$ cat config.mk
export PLATFORM = sky130hd
export DESIGN_NAME = pmem_loader
export DESIGN_NICKNAME = d
export VERILOG_FILES = /design/src/rtl/pmem_loader.sv
export SDC_FILE = /design/constraint.sdc
export NUM_CORES = 1
export LEC_CHECK = 0
export BUFFER_PORTS_ARGS = -buffer_cell sky130_fd_sc_hd__clkbuf_2
export CAP_MARGIN = 20
export CORE_AREA = 2 2 88 90
export DETAILED_ROUTE_END_ITERATION = 8
export DIE_AREA = 0 0 90 92
export GPL_TIMING_DRIVEN = 0
export PLACE_DENSITY = 0.78
export SYNTH_ARGS = -nofsm -noshare
export SYNTH_HDL_FRONTEND = slang
export SYNTH_SLANG_ARGS = --single-unit
$ cat constraint.sdc
create_clock -name clock -period 1.92 [get_ports clock]
set_input_delay 0.384 -clock clock [delete_from_list [all_inputs] [get_ports clock]]
set_output_delay 0.384 -clock clock [all_outputs]
set_load 0.03 [all_outputs]
$ cat src/rtl/pmem_loader.sv
// Program-memory loader: turns a framed byte stream (sync, count, big-endian words)
// into one-cycle pmem write strobes while holding the core off the bus.
module pmem_loader #(
    parameter int           PMEM_ADDR_WIDTH = 12,
    parameter int           PMEM_WORD_WIDTH = 16,
    parameter int           PMEM_NUM_WORDS  = 2048,
    parameter int           PC_INCREMENT    = 2,
    parameter int           START_ADDR      = 0,
    parameter logic [7:0]   SYNC_BYTE       = 8'hA5
) (
    input  logic                        clock,
    input  logic                        reset,
    input  logic [7:0]                  in_byte,
    input  logic                        in_byte_valid,
    output logic                        out_byte_ready,
    output logic                        out_pmem_write,
    output logic [PMEM_ADDR_WIDTH-1:0]  out_pmem_addr,
    output logic [PMEM_WORD_WIDTH-1:0]  out_pmem_word,
    output logic                        out_cpu_hold,
    output logic                        out_done,
    output logic                        out_error
);

    // state   | meaning
    // IDLE    | hunting for the sync byte, other bytes dropped
    // CNT_HI  | waiting for word count, high byte
    // CNT_LO  | waiting for word count, low byte
    // DATA_HI | waiting for high byte of the next word
    // DATA_LO | waiting for low byte of the next word
    // WRITE   | single-cycle pmem write (suppressed past capacity)
    // DONE    | end-of-frame pulse, releases the core
    typedef enum logic [2:0] {
        S_IDLE,
        S_CNT_HI,
        S_CNT_LO,
        S_DATA_HI,
        S_DATA_LO,
        S_WRITE,
        S_DONE
    } state_t;

    localparam logic [PMEM_ADDR_WIDTH-1:0] ADDR_START = PMEM_ADDR_WIDTH'(START_ADDR);
    localparam logic [PMEM_ADDR_WIDTH-1:0] ADDR_STEP  = PMEM_ADDR_WIDTH'(PC_INCREMENT);
    localparam logic [16:0]                NUM_WORDS  = 17'(PMEM_NUM_WORDS);

    state_t                      state_q, state_d;
    logic [15:0]                 remaining_q, remaining_d;
    logic [15:0]                 index_q, index_d;
    logic [PMEM_ADDR_WIDTH-1:0]  addr_q, addr_d;
    logic [15:0]                 word_q, word_d;
    logic                        hold_q, hold_d;
    logic                        error_q, error_d;

    logic                        byte_ready;
    logic                        accept;
    logic                        in_range;
    logic                        pmem_write;
    logic                        done_pulse;

    assign byte_ready = (state_q != S_WRITE) && (state_q != S_DONE);
    assign accept     = in_byte_valid && byte_ready;
    assign in_range   = {1'b0, index_q} < NUM_WORDS;

    always_comb begin
        state_d     = state_q;
        remaining_d = remaining_q;
        index_d     = index_q;
        addr_d      = addr_q;
        word_d      = word_q;
        hold_d      = hold_q;
        error_d     = error_q;
        pmem_write  = 1'b0;
        done_pulse  = 1'b0;

        case (state_q)
            S_IDLE: begin
                if (accept && (in_byte == SYNC_BYTE)) begin
                    state_d = S_CNT_HI;
                    error_d = 1'b0;
                    hold_d  = 1'b1;
                    addr_d  = ADDR_START;
                    index_d = '0;
                end
            end
            S_CNT_HI: begin
                if (accept) begin
                    remaining_d = {in_byte, remaining_q[7:0]};
                    state_d     = S_CNT_LO;
                end
            end
            S_CNT_LO: begin
                if (accept) begin
                    remaining_d = {remaining_q[15:8], in_byte};
                    state_d     = (remaining_d == '0) ? S_DONE : S_DATA_HI;
                end
            end
            S_DATA_HI: begin
                if (accept) begin
                    word_d  = {in_byte, word_q[7:0]};
                    state_d = S_DATA_LO;
                end
            end
            S_DATA_LO: begin
                if (accept) begin
                    word_d  = {word_q[15:8], in_byte};
                    state_d = S_WRITE;
                end
            end
            S_WRITE: begin
                // Overflow words are still consumed so the frame stays aligned.
                pmem_write  = in_range;
                error_d     = error_q | ~in_range;
                index_d     = index_q + 16'd1;
                addr_d      = addr_q + ADDR_STEP;
                remaining_d = remaining_q - 16'd1;
                state_d     = (remaining_q == 16'd1) ? S_DONE : S_DATA_HI;
            end
            S_DONE: begin
                done_pulse = 1'b1;
                hold_d     = 1'b0;
                state_d    = S_IDLE;
            end
            default: begin
                state_d = S_IDLE;
            end
        endcase
    end

    always_ff @(posedge clock or negedge reset) begin
        if (!reset) begin
            state_q     <= S_IDLE;
            remaining_q <= '0;
            index_q     <= '0;
            addr_q      <= ADDR_START;
            word_q      <= '0;
            hold_q      <= 1'b0;
            error_q     <= 1'b0;
        end else begin
            state_q     <= state_d;
            remaining_q <= remaining_d;
            index_q     <= index_d;
            addr_q      <= addr_d;
            word_q      <= word_d;
            hold_q      <= hold_d;
            error_q     <= error_d;
        end
    end

    assign out_byte_ready = byte_ready;
    assign out_pmem_write = pmem_write;
    assign out_pmem_addr  = addr_q;
    assign out_pmem_word  = PMEM_WORD_WIDTH'(word_q);
    assign out_cpu_hold   = hold_q;
    assign out_done       = done_pulse;
    assign out_error      = error_q;

endmodule

; Word level (Yosys, flattened, before mapping)
; Cells that the tools add are included.
[totals]
register_bits = 65
out_inout_bits = 33
[op_classes]
add_sub_neg = 3
magnitude_cmp = 1
n_eq_ne = 15
mux = 22
bitwise = 6
n_reduce_logical = 16
[ops]
columns = op, count
row1 = case mux 16 bit (2 select lines), 2
row2 = case mux 16 bit (3 select lines), 1
row3 = 2-to-1 mux 16 bit, 2
row4 = case mux 12 bit (2 select lines), 1
row5 = 2-to-1 mux 3 bit, 7
row6 = case mux 3 bit (6 select lines), 1
row7 = "adder 16 x 1 -> 16 bit, second input constant", 1
row8 = "== test 16 x 1 -> 1 bit, second input constant", 1
row9 = logical NOT 16 bit, 1
row10 = "less-than comparator 16 x 12 -> 1 bit, second input constant", 1
row11 = "subtractor 16 x 1 -> 16 bit, second input constant", 1
row12 = "adder 12 x 2 -> 12 bit, second input constant", 1
row13 = 2-to-1 mux 12 bit, 1
row14 = AND reduction 3 bit, 4
row15 = "inequality test 2 bit, second input constant", 5
row16 = "== test 3 bit, second input constant", 3
row17 = "== test 8 bit, second input constant", 1
row18 = 2-to-1 mux 8 bit, 1
row19 = nonzero test 2 bit, 4
row20 = "== test 3 x 2 -> 1 bit, second input constant", 2
row21 = "inequality test 3 bit, second input constant", 2
row22 = NOT 1 bit, 5
row23 = AND reduction 5 bit, 1
row24 = 2-to-1 mux 1 bit, 4
row25 = 6 further kinds, 10

; Longest topological paths before layout
[depth]
depth_word = 6
ltp_mapped = 7

; Worst setup path after synthesis
; OpenSTA, ideal clock, no wires.
[synth_path]
path_kind = register to output
startpoint = register state_q[1]
endpoint = output port out_pmem_write
arrival_ps = 1482
path_slack_ps = 54
stages_incl_launch_ff = 6
path_buffers = 3
cell_sequence = dfrtp_1 clkbuf_1 nand3b_1 clkbuf_8 buf_2 nor2_1
[synth_via]
elab_chain_cells = 2
[synth_rtl]
columns = element, line
row1 = from (decl), 46  ; state_t state_q, state_d;
row2 = from (signal assigned), 139  ; state_q <= state_d;
row3 = == test 3 bit, 75  ; case (state_q)
row4 = 2-to-1 mux 1 bit, 75
row5 = to (decl), 16  ; output logic out_pmem_write,
; No other way between the ends.

; Worst setup path after layout
; Same ends and word-level chain as after synthesis.

==> results.py <==
metrics = {
    "run_status": {
        "status": "finished, violations left",
        "violations": "negative setup slack",
    },
    "critical_path": {
        "worst_path_largest_cell_delay_ns": 0.41,
        "endpoint_kind": "output pin",
        "setup.worst_path.class": "flop to output pin",
        "crit_family": "buffers and inverters",
        "cp.required_ns": 1.54,
        "critPathMaxFanout": 3,
        "data_arrival_time_of_the_critical_path_ns": 1.58,
        "worst-path-buf-inv": 4,
        "worst_setup_path_start_kind": "flop",
        "cp_slowest_cell": "sky130_fd_sc_hd__dfrtp_1",
        "worstPathCellList": "clkbuf_8, nand3b_1, clkbuf_8, buf_8, nor2_4, buf_6",
        "critical-path-top-cell-by-count": "sky130_fd_sc_hd__clkbuf_8",
    },
    "global_routing": {
        "via_count_of_the_first_global_routing_pass": 2885,
        "grtUsageTotal_pct": 21.2,
        "wire_length_of_the_first_global_routing_pass_um": 14200,
        "grt_start_max_net_pins": 65,
        "grt-ovfl-total": 0,
        "number_of_antenna_violations_at_the_first_check_in_global_routing": 0,
    },
    "final_layout": {
        "finalNetCount": 418,
        "syn2layout_area_growth_pct": 21.4,
        "fraction_of_layout_instances_using_a_drive_strength_above_1_pct": 27.2,
        "number_of_fill_cells_in_the_layout": 665,
        "diodes": 0,
    },
    "synth": {
        "synth_sequential_area_ratio_pct": 47.2,
        "synth_top_cells_by_count": "sky130_fd_sc_hd__dfrtp_1 (64), sky130_fd_sc_hd__nand2_1 (33), sky130_fd_sc_hd__nor2_1 (25)",
        "ys_async_sr_fraction_pct": 100,
        "synth_area_leaders": "sky130_fd_sc_hd__dfrtp_1 (47%), sky130_fd_sc_hd__mux2_2 (5.0%), sky130_fd_sc_hd__nand2_1 (3.7%)",
        "synth_most_common_cell": "sky130_fd_sc_hd__dfrtp_1",
        "synth_edf_count": 0,
        "synth_area_per_cell_sq_um": 9.92,
        "mappedNetlistNets": 357,
        "number_of_standard_cells_after_synthesis": 342,
        "synthFlopType": "sky130_fd_sc_hd__dfrtp_1",
        "synth-seq-cells": 64,
        "yosys_warnings": 0,
        "netlist_area_sq_um": 3390,
        "yosys.area.top_type_share_pct": 47.2,
        "synth_area_leader_cell": "sky130_fd_sc_hd__dfrtp_1",
        "ys_types": 57,
    },
    "power_and_ir_drop": {
        "p_comb_share_pct": 40.7,
        "power.total_w": 0.00634,
        "cellPowerDensity_nw_per_um2": 1540,
        "switchingPower_w": 0.00272,
        "pwr-share-seq_pct": 38.9,
        "worst_ir_drop_vdd_mv": 1.07,
        "switching_share_pct": 42.8,
        "static-leakage-power_nw": 1.79,
        "p_int_w": 0.00362,
        "clock_power_share_pct": 20.3,
    },
    "cts": {
        "cts_max_path_buffers": 2,
        "ctsHtreeMaxLevel": 3,
        "tritoncts": "built",
        "numClockSinks": 64,
        "num_cts_buffers": 9,
        "clock-root-buffer": "sky130_fd_sc_hd__clkbuf_8",
        "cts.clk_slew.worst_paths_ns": 0.08,
        "clk-insertion-delay-late_ns": 0.34,
    },
    "sta": {
        "final_critical_path_setup_slack_ns": -0.0421,
        "finalSetupViolCount": 1,
        "final_min_period_over_clock_period_pct": 102,
        "worst_slew_pin_slew_ns": 0.873,
        "grt_setup_unrepaired": "true",
        "skew_ns": 0.00860,
        "fin_setup_tns_ns": -0.0421,
        "period_needed_ns": 1.96,
        "maxSlewHeadroom_pct": 41.8,
        "achievable-frequency_ghz": 0.510,
        "finalHoldViolCount": 0,
        "fin_worst_hold_slack_ns": 0.175,
        "maxSlewViolCount": 0,
    },
    "die": {
        "die_y_um": 92,
        "rows": 32,
        "boundaryPins": 44,
        "core_ar_sq_um": 7450,
        "dieArea_sq_um": 8280,
        "start_util_pct": 45.5,
        "die_width_um": 90,
    },
    "route": {
        "detail_route.iter0.violations": 246,
        "drtPass1Iterations": 4,
        "drcViolationCount": 0,
        "dr_total_vias": 3073,
        "detail_route.wirelength_um": 8610,
        "wl_per_cell_um": 16.9,
        "ant_nets": 0,
        "via_per_inst": 6.03,
    },
    "job": {
        "max-cap-violations": 0,
    },
    "placement": {
        "post-dp-hpwl_um": 5700,
        "port-buffer-count": 42,
        "gp_congestion": 0.876,
    },
    "min_path": {
        "hold_path_class": "input port to async pin",
    },
}
==> flip-flops by register name (all words and copies together), names as in the netlist <==
signal,flops
out_cpu_hold,1
remaining_q,16
out_error,1
out_pmem_addr,11
out_pmem_word,16
state_q,3
index_q,16
==> layout by cell type (no fill, tap or decap), types with 11 or more instances in the layout <==
master,count
sky130_fd_sc_hd__a21oi_1,14
sky130_fd_sc_hd__mux2_2,15
sky130_fd_sc_hd__nor2_1,23
sky130_fd_sc_hd__buf_4,13
sky130_fd_sc_hd__nand3_1,19
sky130_fd_sc_hd__a31oi_1,11
sky130_fd_sc_hd__clkbuf_2,38
sky130_fd_sc_hd__nor3_1,12
sky130_fd_sc_hd__o21ai_0,12
sky130_fd_sc_hd__dfrtp_1,63
sky130_fd_sc_hd__clkbuf_8,12
sky130_fd_sc_hd__nand2_1,33
==> kinds of logic (layout without fill, tap and decap cells) <==
logic type                 Yosys count  after routing  share of synthesized area [%]
buffers and inverters               23             89                           3.39
adders and majority gates            4              4                           1.48
and+or+nand+nor                    151            151                           25.0
AOI/OAI and AO/OA                   76             76                           15.5
other                                1              1                          0.111
muxes                               22             22                           7.05
DFF                                 64             64                           47.2
xor gates and xnor gates             1              1                          0.258
==> power groups by stage <==
stage | sequential (W) | clock, W | combinational (W)
after detailed placement | 0.00245 | 0 | 0.00242
final | 0.00247 | 0.00129 | 0.00258
after global routing | 0.00254 | 0.00136 | 0.00280
after CTS | 0.00243 | 0.00130 | 0.00254
after floorplan | 0.00285 | 0 | 0.00130
after global placement | 0.00241 | 0 | 0.00235
==> path summary, 6_finish.rpt <==
path	start	depth (start not counted)	end	slack, ns
setup / recovery	state_q[1]$_DFFE_PN0P_	6	out_pmem_write	-0.04
hold / removal	reset	1	out_pmem_addr[1]$_DFFE_PN0P_	0.17
setup reg to reg	state_q[1]$_DFFE_PN0P_	5	out_pmem_word[0]$_DFFE_PN0P_	0.06
hold reg to reg	index_q[7]$_DFFE_PN0P_	1	index_q[7]$_DFFE_PN0P_	0.47
max in group asynchronous	reset	1	state_q[2]$_DFFE_PN0P_	1.13
min in group clock	in_byte[3]	3	remaining_q[11]$_DFFE_PN0P_	0.38
==> final cells by class <==
type | count | area (sq um) | area share (%)
Sequential cell | 64 | 1600 | 38.9
Clock buffer | 9 | 124 | 3.01
Tap cell | 102 | 128 | 3.10
Multi-Input combinational cell | 255 | 1720 | 41.8
Timing Repair Buffer | 52 | 300 | 7.29
Buffer | 15 | 121 | 2.95
Clock inverter | 7 | 96.3 | 2.34
Inverter | 6 | 22.5 | 0.547
==> per-layer routing <==
layer | up-vias | track usage, % | wire length (um)
li1 | 1415 | - | -
met3 | 23 | 2.96 | 490
met2 | 112 | 32.9 | 4050
met1 | 1523 | 29.3 | 3860
met5 | - | 0 | 0
met4 | 0 | 10.8 | 204
==> through the flow <==
| step | cell area [sq um] | worst slack [ns] | instances | utilization, % |
|---|---|---|---|---|
| after global placement | 3730 | -0.261 | 486 | 50.1 |
| after global routing | 4120 | -0.0885 | 510 | 55.3 |
| after floorplan | 3390 | 0.0538 | 342 | - |
| final | 4120 | -0.0421 | 510 | 55.3 |
| after CTS | 4040 | -0.0784 | 508 | 54.3 |
| after detailed placement | 3730 | -0.267 | 486 | 50.1 |
==> repair_timing <==
| action | CTS | global route |
|---|---|---|
| pin swaps | 2 | 2 |
| hold buffers | 0 | 0 |
| setup buffers | 7 | 3 |
| resized for setup | 13 | 21 |
| endpoints found under the setup margin | 22 | 25 |
Power figures use the tool's default switching activity.
